### src/rtl/ir_cmd_ctrl.sv
// rtl/ir_cmd_ctrl.sv - NEC command decode, TV state registers and held-key repeat control
module ir_cmd_ctrl #(
  parameter logic [7:0]  DEV_ADDR     = 8'h4D,
  parameter int unsigned CH_MAX       = 99,
  parameter int unsigned VOL_MAX      = 40,
  parameter int unsigned VOL_DEFAULT  = 10,
  parameter int unsigned REPEAT_DIV   = 2,
  parameter int unsigned HOLD_TIMEOUT = 6_000_000
) (
  input  logic        sys_clk,
  input  logic        sys_rst,
  input  logic [19:0] data,
  input  logic        data_valid,
  input  logic        repeat_en,
  output logic        power_on,
  output logic [6:0]  channel,
  output logic [5:0]  volume,
  output logic        cmd_strobe,
  output logic [2:0]  cmd_id,
  output logic        unknown_cmd
);

  localparam int CNT_W = (HOLD_TIMEOUT > 2) ? $clog2(HOLD_TIMEOUT) : 1;
  localparam int RC_W  = $clog2(REPEAT_DIV + 1);

  localparam logic [CNT_W-1:0] CNT_LAST = CNT_W'(HOLD_TIMEOUT - 1);
  localparam logic [RC_W-1:0]  RC_LAST  = RC_W'(REPEAT_DIV - 1);
  localparam logic [6:0]       CH_TOP   = 7'(CH_MAX);
  localparam logic [5:0]       VOL_TOP  = 6'(VOL_MAX);
  localparam logic [5:0]       VOL_RST  = 6'(VOL_DEFAULT);

  localparam logic [2:0] ACT_NONE   = 3'd0;
  localparam logic [2:0] ACT_PWR    = 3'd1;
  localparam logic [2:0] ACT_CH_DN  = 3'd2;
  localparam logic [2:0] ACT_CH_UP  = 3'd3;
  localparam logic [2:0] ACT_VOL_DN = 3'd4;
  localparam logic [2:0] ACT_VOL_UP = 3'd5;

  typedef enum logic {ST_IDLE, ST_HOLD} state_t;

  state_t           state, state_nxt;
  logic [CNT_W-1:0] hold_cnt, hold_cnt_nxt;
  logic [RC_W-1:0]  rep_cnt, rep_cnt_nxt;
  logic [2:0]       hold_act, hold_act_nxt;
  logic             frame_pend, frame_pend_nxt;
  logic             unknown_nxt;
  logic [2:0]       dec;
  logic [2:0]       act;

  logic        dv_d1, dv_d2, rp_d1, rp_d2;
  logic [15:0] data_q;
  logic        frame_ev, rep_ev;
  logic        unused_data_hi;

  assign unused_data_hi = ^data[19:16];

  // A frame held back one cycle (pending) keeps strobes from landing back to back.
  assign frame_ev = (dv_d1 & ~dv_d2) | frame_pend;
  assign rep_ev   = rp_d1 & ~rp_d2;

  // Register the receiver handshakes once for edge detection; capture the frame on its rising edge.
  always_ff @(posedge sys_clk) begin
    if (sys_rst) begin
      dv_d1  <= 1'b0;
      dv_d2  <= 1'b0;
      rp_d1  <= 1'b0;
      rp_d2  <= 1'b0;
      data_q <= '0;
    end else begin
      dv_d1 <= data_valid;
      dv_d2 <= dv_d1;
      rp_d1 <= repeat_en;
      rp_d2 <= rp_d1;
      if (data_valid && !dv_d1) begin
        data_q <= data[15:0];
      end
    end
  end

  // Decode frames and repeats into at most one action and the next hold-FSM state.
  always_comb begin
    state_nxt      = state;
    hold_cnt_nxt   = hold_cnt;
    rep_cnt_nxt    = rep_cnt;
    hold_act_nxt   = hold_act;
    frame_pend_nxt = 1'b0;
    unknown_nxt    = 1'b0;
    dec            = ACT_NONE;
    act            = ACT_NONE;

    if (state == ST_HOLD) begin
      if (hold_cnt == CNT_LAST) begin
        state_nxt = ST_IDLE;
      end else begin
        hold_cnt_nxt = hold_cnt + 1'b1;
      end
    end

    if (frame_ev) begin
      if (cmd_strobe) begin
        frame_pend_nxt = 1'b1;
      end else if (data_q[15:8] == DEV_ADDR) begin
        case (data_q[7:0])
          8'h80:   dec = ACT_PWR;
          8'h38:   dec = ACT_CH_DN;
          8'h18:   dec = ACT_CH_UP;
          8'h08:   dec = ACT_VOL_DN;
          8'h30:   dec = ACT_VOL_UP;
          default: unknown_nxt = 1'b1;
        endcase
        // With the set off only the power key gets through.
        if (dec == ACT_PWR || (dec != ACT_NONE && power_on)) begin
          act = dec;
        end
        if (act == ACT_VOL_DN || act == ACT_VOL_UP) begin
          state_nxt    = ST_HOLD;
          hold_act_nxt = act;
          hold_cnt_nxt = '0;
          rep_cnt_nxt  = '0;
        end else if (act != ACT_NONE) begin
          state_nxt = ST_IDLE;
        end
      end
    end else if (state == ST_HOLD && rep_ev && !cmd_strobe) begin
      // A repeat wins over a timeout expiring in the same cycle.
      state_nxt    = ST_HOLD;
      hold_cnt_nxt = '0;
      if (rep_cnt == RC_LAST) begin
        rep_cnt_nxt = '0;
        act         = hold_act;
      end else begin
        rep_cnt_nxt = rep_cnt + 1'b1;
      end
    end
  end

  // Hold-FSM state register and TV state/action registers.
  always_ff @(posedge sys_clk) begin
    if (sys_rst) begin
      state       <= ST_IDLE;
      hold_cnt    <= '0;
      rep_cnt     <= '0;
      hold_act    <= ACT_NONE;
      frame_pend  <= 1'b0;
      power_on    <= 1'b0;
      channel     <= 7'd1;
      volume      <= VOL_RST;
      cmd_strobe  <= 1'b0;
      cmd_id      <= ACT_NONE;
      unknown_cmd <= 1'b0;
    end else begin
      state       <= state_nxt;
      hold_cnt    <= hold_cnt_nxt;
      rep_cnt     <= rep_cnt_nxt;
      hold_act    <= hold_act_nxt;
      frame_pend  <= frame_pend_nxt;
      unknown_cmd <= unknown_nxt;
      cmd_strobe  <= (act != ACT_NONE);
      if (act != ACT_NONE) begin
        cmd_id <= act;
      end
      case (act)
        ACT_PWR:    power_on <= !power_on;
        ACT_CH_DN:  channel  <= (channel <= 7'd1) ? CH_TOP : channel - 7'd1;
        ACT_CH_UP:  channel  <= (channel >= CH_TOP) ? 7'd1 : channel + 7'd1;
        ACT_VOL_DN: if (volume != 6'd0) volume <= volume - 6'd1;
        ACT_VOL_UP: if (volume < VOL_TOP) volume <= volume + 6'd1;
        default: ;
      endcase
    end
  end

endmodule
### config.mk
export PLATFORM = sky130hd
export DESIGN_NAME = ir_cmd_ctrl
export DESIGN_NICKNAME = d
export VERILOG_FILES = /design/src/rtl/ir_cmd_ctrl.sv
export SDC_FILE = /design/constraint.sdc
export NUM_CORES = 1
export LEC_CHECK = 0
export BUFFER_PORTS_ARGS = -buffer_cell sky130_fd_sc_hd__buf_2
export CAP_MARGIN = 30
export CORE_AREA = 2 2 87 89
export DETAILED_ROUTE_END_ITERATION = 10
export DIE_AREA = 0 0 89 91
export MAX_ROUTING_LAYER = met4
export PLACE_DENSITY = 0.71
export SLEW_MARGIN = 20
export SYNTH_ARGS = -nofsm -noshare
export SYNTH_HDL_FRONTEND = slang
export SYNTH_SLANG_ARGS = --single-unit
export TNS_END_PERCENT = 1
### constraint.sdc
create_clock -name sys_clk -period 3.7 [get_ports sys_clk]
set_input_delay 0.185 -clock sys_clk [delete_from_list [all_inputs] [get_ports sys_clk]]
set_output_delay 0.185 -clock sys_clk [all_outputs]
set_load 0.01 [all_outputs]
==> results.md, run 1 <==
- Antenna Cells: 0
- Core ar.: 7140 um2
- Initial Utilization: 0.485
- Row count: 31
- Mean Syn Cell Area: 8.00 um2
- Post-route ant nets: 0
- R2r endpoint: volume[5]
- Most common cell on crit path: or4_1
- CP Class: reg -> reg
- Critical path depth: 12
- Run status: completed
- Nets@finish: 502
- Setup bufs post-CTS: 0
- # hold bufs at CTS: 0
- Setup crit start kind: flip-flop
- Vias in the first global route: 2837
- CTS tree: built
- Static Leak: 1.50 nW
- Post-Place Cells: 556
- Commonest non-fill, non-tap cells in the layout: dfxtp_1, nand2_1, nor2_1
- Ys Warns: 0
- Post-synth top flop: dfxtp_1
- Register area share after synthesis: 0.399
- Max incr delay on CP: 0.59 ns
- Max H-tree Level: 3
- R2R cell count: 12
- Maximum number of pins on one net before global-route repair: 37
- Inserted Clock Buffers: 9
- Total gr overflow: 0
- FMAX: 286 MHz
- First-pass GRT wire length: 12.4 mm
- Post-Synthesis Cells: 433
- Ratio of final minimum period to clock period: 0.945
- Via Count: 3023
- R2R Setup Slk: 0.20 ns
- Buf+Inv Stages, Crit Path: 0
- Slew @ Worst Pin: 0.778 ns
- Pre-CTS setup slack: 0.173 ns
- CP top delay family: simple AND/OR/NAND/NOR gates
- MaxCap Viol Count: 0
- Setup tns final: 0 ns
- Power, Total: 0.00142 W
- Port Buffers: 38
- Critical Path RT: 3.94 ns
- Final min period: 3.50 ns
- P per Cell Area: 361 nW/um2
- FF-to-FF Start: data_q[0]
- Synth area leader: dfxtp_1
- Setup repair after global routing missed its margin: false
- IO Pins: 43
- RD Place Congestion: 0.895
- Setup WS post-layout: 0.204 ns
- Initial antenna violation count: 0
- Die Ht: 91 um
- Finished Layout Cells: 572
- Relative slew slack: 0.479
- Layout Utilization: 0.553
- Asr flop ratio synth: 0
- Post-Route WL: 7.07 mm
- Die X: 89 um
- Clk_lat worst skew: 0.35 ns
- Crit path launch: data_q[0]
- Post-Syn Area: 3460 um2
- Post-synth EDFFs: 0
- DR vias/cell: 5.28
- Max clock buf depth: 2
- Count of different cell masters after synthesis: 55
- Slowest-stage cell, CP: or4_1
- Growth of design area from synthesis to finish: 13.9%
- Average wire per standard cell: 12.4 um
- Peak supply drop: 273 uV
- PostCTS Resize Cnt: 0
- Drt drc: 0
- Commonest non-fill, non-tap cell in the layout: dfxtp_1
- Critical Path AT: 3.73 ns
- Die area: 8100 um2
- Critical path peak fanout: 4
- Fraction of layout cells with a size suffix above 1: 0.152
- Worst hold path type: in -> reg
- Synth Register Bits: 69
- Final hold violations: 0
- Initial drt markers: 91
- CTS Root Buffer Type: clkbuf_8
- Crit. End Element: flip-flop
- Worst setup endpoint: volume[5]
- DRT Pass-1 Iters: 4
- Final HPWL DP: 4.98 mm
- Clk sinks: 69
- Reg clk slew, reported paths: 0.09 ns
- Final slew viol count: 0
- Post-Route Skew: 0.0123 ns
- Share of the synthesized area in the top cell type: 0.399
- Synthesized Nets: 467
- Final setup vio count: 0
- Crit path cell chain: or4_1 > or4_1 > nand2_1 > nand3_2 > ha_1 > a21oi_1 > a21boi_0 > o21ai_0 > nand2b_1 > o311ai_0 > o221ai_1 > a311o_1
- Total track usage: 0.198
- Synth area leaders: dfxtp_1, nand2_1, a21oi_1
[worst register-to-register path: stages, from the launching register on]
cell and delay [ns]:
dfxtp_1 0.32, or4_1 0.59, or4_1 0.58, nand2_1 0.17, nand3_2 0.14, ha_1 0.33
a21oi_1 0.19, a21boi_0 0.14, o21ai_0 0.21, nand2b_1 0.10, o311ai_0 0.11, o221ai_1 0.18
a311o_1 0.33
[synth_stat cells, types with 2 or more instances]
library cell / count
nor3_1: 15
nand2b_1: 4
nand4_1: 9
xor2_1: 8
o211ai_1: 2
inv_1: 12
and3b_1: 2
buf_2: 2
xnor2_1: 15
mux2i_1: 3
a21oi_1: 40
nor4b_1: 2
nand2_1: 58
and3_1: 10
o21ai_0: 16
nor4_1: 6
nand4b_1: 2
and2_1: 5
a21o_1: 2
clkbuf_1: 16
nor2b_1: 12
a31oi_1: 5
nand3_1: 12
or3_1: 9
nor3b_1: 2
nor2_1: 53
or4_1: 3
buf_1: 2
dfxtp_1: 69
a211o_1: 4
ha_1: 9
[per-stage QoR]
step	cell area, um2	hold slack, ns
3_5_place_dp	3740	0.402
4_1_cts	3930	0.0157
6_report	3950	0.0395
3_3_place_gp	3740	0.400
2_1_floorplan	3460	0.313
5_1_grt	3950	0.0448
[report_power, final]
group,internal (W),total [W],switching (W)
clock network,0.000273,0.000590,0.000317
registers,0.000755,0.000767,0.0000117
logic,0.0000287,0.0000678,0.0000391
[how the worst min path moves through the flow]
stage / to / slack (ns) / start / depth (start not counted)
global route: rp_d1 / 0.04 / repeat_en / 2
CTS: rp_d1 / 0.02 / repeat_en / 2
finish: rp_d1 / 0.04 / repeat_en / 2
global placement: rp_d1 / 0.40 / repeat_en / 2
detailed placement: rp_d1 / 0.40 / repeat_en / 2
floorplan: dv_d1 / 0.31 / data_valid / 1
[state kept, by name, indices dropped and copies added, names as in the netlist, 2 cells and up]
register	flops
data_q	16
volume	6
rep_cnt	2
channel	7
hold_cnt	23
cmd_id	3
hold_act	3
[layer usage]
metal  global-route usage  routed length [um]
met5                    -                   0
met4               0.0784                 104
met3               0.0536                 287
met2                0.303                3300
met1                0.247                3370
[layout make-up]
type                            count  area, um2
Timing Repair Buffer               45        243
Inverter                           12       45.0
Multi-Input combinational cell    331       1960
Sequential cell                    69       1380
Fill cell                         705       3190
Tap cell                           99        124
Clock inverter                      6       53.8
Clock buffer                       10        138
[kinds of logic (layout without fill, tap and decap cells)]
logic type	count (synthesis)	count (layout)	synth area share
mux	3	3	0.00867
buf+inv	33	73	0.0387
fa+ha+maj	10	10	0.0383
xor+xnor	23	23	0.0582
simple gates	214	214	0.313
compound gates	81	81	0.144
flops	69	69	0.399
Power figures use the tool's default switching activity.
==> inputs of run 2 (changes only) <==
Settings changed: CELL_PAD_IN_SITES_DETAIL_PLACEMENT set to 0, CELL_PAD_IN_SITES_GLOBAL_PLACEMENT set to 1, CORE_AREA 2 2 87 89 to 2 2 98 100, DIE_AREA 0 0 89 91 to 0 0 100 102, PLACE_DENSITY 0.71 to not set, PLACE_DENSITY_LB_ADDON set to 0.1.
==> results.md, run 2 (same netlist as run 1, synthesis figures left out) <==
- Run status: completed
- Row count: 35
- Setup crit start kind: flip-flop
- Critical Path RT: 3.93 ns
- Clk sinks: 69
- MaxCap Viol Count: 0
- Peak supply drop: 240 uV
- Core ar.: 9110 um2
- FMAX: 296 MHz
- Final slew viol count: 0
- Max H-tree Level: 3
- Final hold violations: 0
- Total gr overflow: 0
- Biggest regs: hold_cnt: 23 flops, data_q: 16 flops, channel: 7 flops
- Relative slew slack: 0.432
- Hold Slack: 0.0590 ns
- Post-Route Skew: 0.0120 ns
- Setup tns final: 0 ns
- Final HPWL DP: 5.53 mm
- CP Class: reg -> reg
- Via Count: 3083
- Commonest non-fill, non-tap cells in the layout: dfxtp_1, nand2_1, nor2_1
- Max reg flops: 23
- First-pass GRT wire length: 13.5 mm
- Die X: 100 um
- Die area: 10200 um2
- P per Cell Area: 394 nW/um2
- CTS tree: built
- Port Buffers: 38
- Reg clk slew, reported paths: 0.08 ns
- Setup bufs post-CTS: 0
- RD Place Congestion: 0.814
- # hold bufs at CTS: 0
- Commonest non-fill, non-tap cell in the layout: dfxtp_1
- DR vias/cell: 5.25
- Static Leak: 1.55 nW
- Crit. End Element: flip-flop
- Vias in the first global route: 2875
- Most flops, register: hold_cnt
- Total track usage: 0.170
- DRT Pass-1 Iters: 5
- Max clock buf depth: 2
- Initial antenna violation count: 0
- Final min period: 3.37 ns
- Growth of design area from synthesis to finish: 17.2%
- IO Pins: 43
- Post-route ant nets: 0
- Fraction of layout cells with a size suffix above 1: 0.164
- Slew @ Worst Pin: 0.848 ns
- Initial drt markers: 102
- PostCTS Resize Cnt: 0
- Average wire per standard cell: 13.3 um
- Clk_lat worst skew: 0.35 ns
- Antenna Cells: 0
- Setup repair after global routing missed its margin: false
- Inserted Clock Buffers: 9
- Worst hold path type: in -> reg
- Post-Route WL: 7.83 mm
- Die Ht: 102 um
- Final setup vio count: 0
- Critical Path AT: 3.61 ns
- Maximum number of pins on one net before global-route repair: 34
- Nets@finish: 505
- Critical path peak fanout: 5
- CTS Root Buffer Type: clkbuf_8
- Fillers: 955
- Drt drc: 0
- Initial Utilization: 0.380
- Ratio of final minimum period to clock period: 0.912
run 2: layout make-up:
cell class | count | area [um2] | area share
Tap cell | 111 | 139 | 0.0342
Multi-Input combinational cell | 331 | 1980 | 0.489
Clock buffer | 9 | 124 | 0.0305
Sequential cell | 69 | 1380 | 0.340
Inverter | 12 | 45.0 | 0.0111
Timing Repair Buffer | 48 | 265 | 0.0654
Clock inverter | 7 | 121 | 0.0299
run 2: power by group:
part | switching, W | internal [W]
clock network | 0.000310 | 0.000452
logic | 0.0000408 | 0.0000302
registers | 0.0000125 | 0.000756
run 2: worst paths after layout:
| path | from | end | slack (ns) | cells after the start |
|---|---|---|---|---|
| max reg2reg | data_q[0] | volume[5] | 0.33 | 12 |
| min reg2reg | data_q[14] | data_q[14] | 0.46 | 2 |
| min | repeat_en | rp_d1 | 0.06 | 2 |
| max | data_q[0] | volume[5] | 0.33 | 12 |
run 2: layer usage:
metal  part of all wire  track usage  vias to the layer above
met1               0.47        0.206                     1435
met5                  0            -                        -
met4              0.011       0.0411                        0
met3              0.034       0.0465                        8
li1                   -            -                     1598
met2               0.48        0.281                       42
run 2: metrics by stage:
stage / worst slack (ns) / std cells / utilization / total power, W / area, um2
2_1_floorplan: 0.218 / 433 / - / 0.000830 / 3460
3_3_place_gp: 0.147 / 570 / 0.414 / 0.000853 / 3770
3_5_place_dp: 0.0264 / 571 / 0.415 / 0.000855 / 3780
4_1_cts: 0.00781 / 587 / 0.442 / 0.00162 / 4020
5_1_grt: 0.0304 / 587 / 0.446 / 0.00168 / 4060
6_report: 0.326 / 587 / 0.446 / 0.00160 / 4060
run 2: worst max-delay path, stage by stage, from the launching register on:
cell      delay [ns]
dfxtp_1         0.32
or4_1           0.55
or4_4           0.59
nand2_2         0.13
nand3_2         0.15
ha_1            0.34
a21oi_1         0.18
a21boi_0        0.13
o21ai_1         0.17
nand2b_1        0.09
o311ai_0        0.10
o221ai_1        0.18
a311o_1         0.34
==> inputs of run 3 (changes only) <==
Settings changed: CORE_AREA 2 2 98 100 to 2 2 90 92, DIE_AREA 0 0 100 102 to 0 0 92 94.
Clock period 3.7 ns to 4 ns, I/O delays scaled along.
==> results.md, run 3 (same netlist as run 1, synthesis figures left out) <==
- Run status: completed
- Ratio of final minimum period to clock period: 0.894
- CP Class: reg -> reg
- R2R Setup Slk: 0.42 ns
- RD Place Congestion: 0.833
- Most flops, register: hold_cnt
- Layout Utilization: 0.519
- MaxCap Viol Count: 0
- Nets@finish: 501
- Total gr overflow: 0
- Final hold violations: 0
- Row count: 32
- Final slew viol count: 0
- Net Sw Power: 0.000323 W
- Net Sw Frac: 0.238
- Critical Path RT: 4.22 ns
- FMAX: 280 MHz
- Final setup vio count: 0
- Hold Slack: 0.0676 ns
- Setup crit start kind: flip-flop
- Via Count: 2997
- Die area: 8650 um2
- Post-Route WL: 7.37 mm
- Core ar.: 7610 um2
- Clk_lat worst skew: 0.34 ns
- Clk sinks: 69
- Inserted Clock Buffers: 9
- Post-Route Skew: 0.0102 ns
- Setup repair after global routing missed its margin: false
- CTS tree: built
- Post-route ant nets: 0
- Maximum number of pins on one net before global-route repair: 50
- Biggest regs: hold_cnt: 23 flops, data_q: 16 flops, channel: 7 flops
- Fraction of layout cells with a size suffix above 1: 0.144
- Clock network power share: 0.431
- Die X: 92 um
- Total track usage: 0.186
- Power, Total: 0.00136 W
- Growth of design area from synthesis to finish: 13.9%
- Drt drc: 0
- Worst hold path type: in -> reg
- DR vias/cell: 5.22
- Initial Utilization: 0.455
- First-pass GRT wire length: 12.8 mm
- Static Leak: 1.50 nW
- Final min period: 3.58 ns
- Die Ht: 94 um
- DRT Pass-1 Iters: 4
- Reg clk slew, reported paths: 0.08 ns
- Internal: 0.00103 W
- Critical path peak fanout: 6
- Relative slew slack: 0.406
- Initial drt markers: 100
- Register area: 1380 um2
- P per Cell Area: 344 nW/um2
- Port Buffers: 38
- Max H-tree Level: 3
- Average wire per standard cell: 12.8 um
- Final HPWL DP: 5.19 mm
- Vias in the first global route: 2804
- PostCTS Resize Cnt: 0
- CTS Root Buffer Type: clkbuf_8
- Crit. End Element: flip-flop
- Critical Path AT: 3.80 ns
- Commonest non-fill, non-tap cell in the layout: dfxtp_1
- Setup bufs post-CTS: 0
- Part of the power in registers: 0.522
- Combinational Power Share: 0.046
- Multi-input gate area: 1950 um2
- Max clock buf depth: 2
- IO Pins: 43
- Commonest non-fill, non-tap cells in the layout: dfxtp_1, nand2_1, nor2_1
- Peak supply drop: 169 uV
- Slew @ Worst Pin: 0.891 ns
- Fillers: 777
- # hold bufs at CTS: 0
- Setup tns final: 0 ns
- Max reg flops: 23
- Antenna Cells: 0
- Initial antenna violation count: 0
run 3: worst paths after layout:
| check | start | endpoint | cells past startpoint |
|---|---|---|---|
| worst max-delay path | data_q[10] | volume[5] | 14 |
| worst min-delay path | repeat_en | rp_d1 | 2 |
| worst max register to register | data_q[10] | volume[5] | 14 |
| worst min register to register | data_q[11] | data_q[11] | 2 |
run 3: per-layer routing:
metal,vias to the layer above,global-route usage,part of all wire
met5,-,-,0
li1,1576,-,-
met2,44,0.303,0.48
met1,1366,0.236,0.48
met3,11,0.0289,0.025
met4,0,0.0672,0.014
run 3: area by class of cell:
class                           count  area share
Timing Repair Buffer               44      0.0596
Multi-Input combinational cell    331       0.494
Clock inverter                      6      0.0178
Sequential cell                    69       0.350
Clock buffer                       10      0.0349
Inverter                           12      0.0114
Tap cell                          102      0.0324
run 3: worst max-delay path: stages (launching register included):
cell	delay, ns
dfxtp_1	0.33
nor4bb_1	0.35
o2111ai_1	0.20
or4_1	0.60
nand2_1	0.17
nand3_1	0.20
buf_4	0.22
ha_1	0.26
nand3_1	0.09
a21boi_0	0.11
o21ai_0	0.22
nand2b_1	0.11
o311ai_0	0.11
o221ai_1	0.17
a311o_1	0.33
run 3: power groups by stage:
stage               combinational, W  sequential, W  clock (W)
floorplan                  0.0000449       0.000722          0
global placement           0.0000622       0.000725          0
detailed placement         0.0000643       0.000726          0
CTS                        0.0000644       0.000709   0.000603
global route               0.0000718       0.000712   0.000634
finish                     0.0000631       0.000709   0.000585
run 3: stage by stage:
| stage | setup WS [ns] | cells | area (um2) |
|---|---|---|---|
| floorplan | 0.518 | 433 | 3460 |
| global placement | 0.491 | 557 | 3730 |
| detailed placement | 0.418 | 558 | 3740 |
| CTS | 0.406 | 574 | 3950 |
| global route | 0.0276 | 574 | 3950 |
| finish | 0.424 | 574 | 3950 |
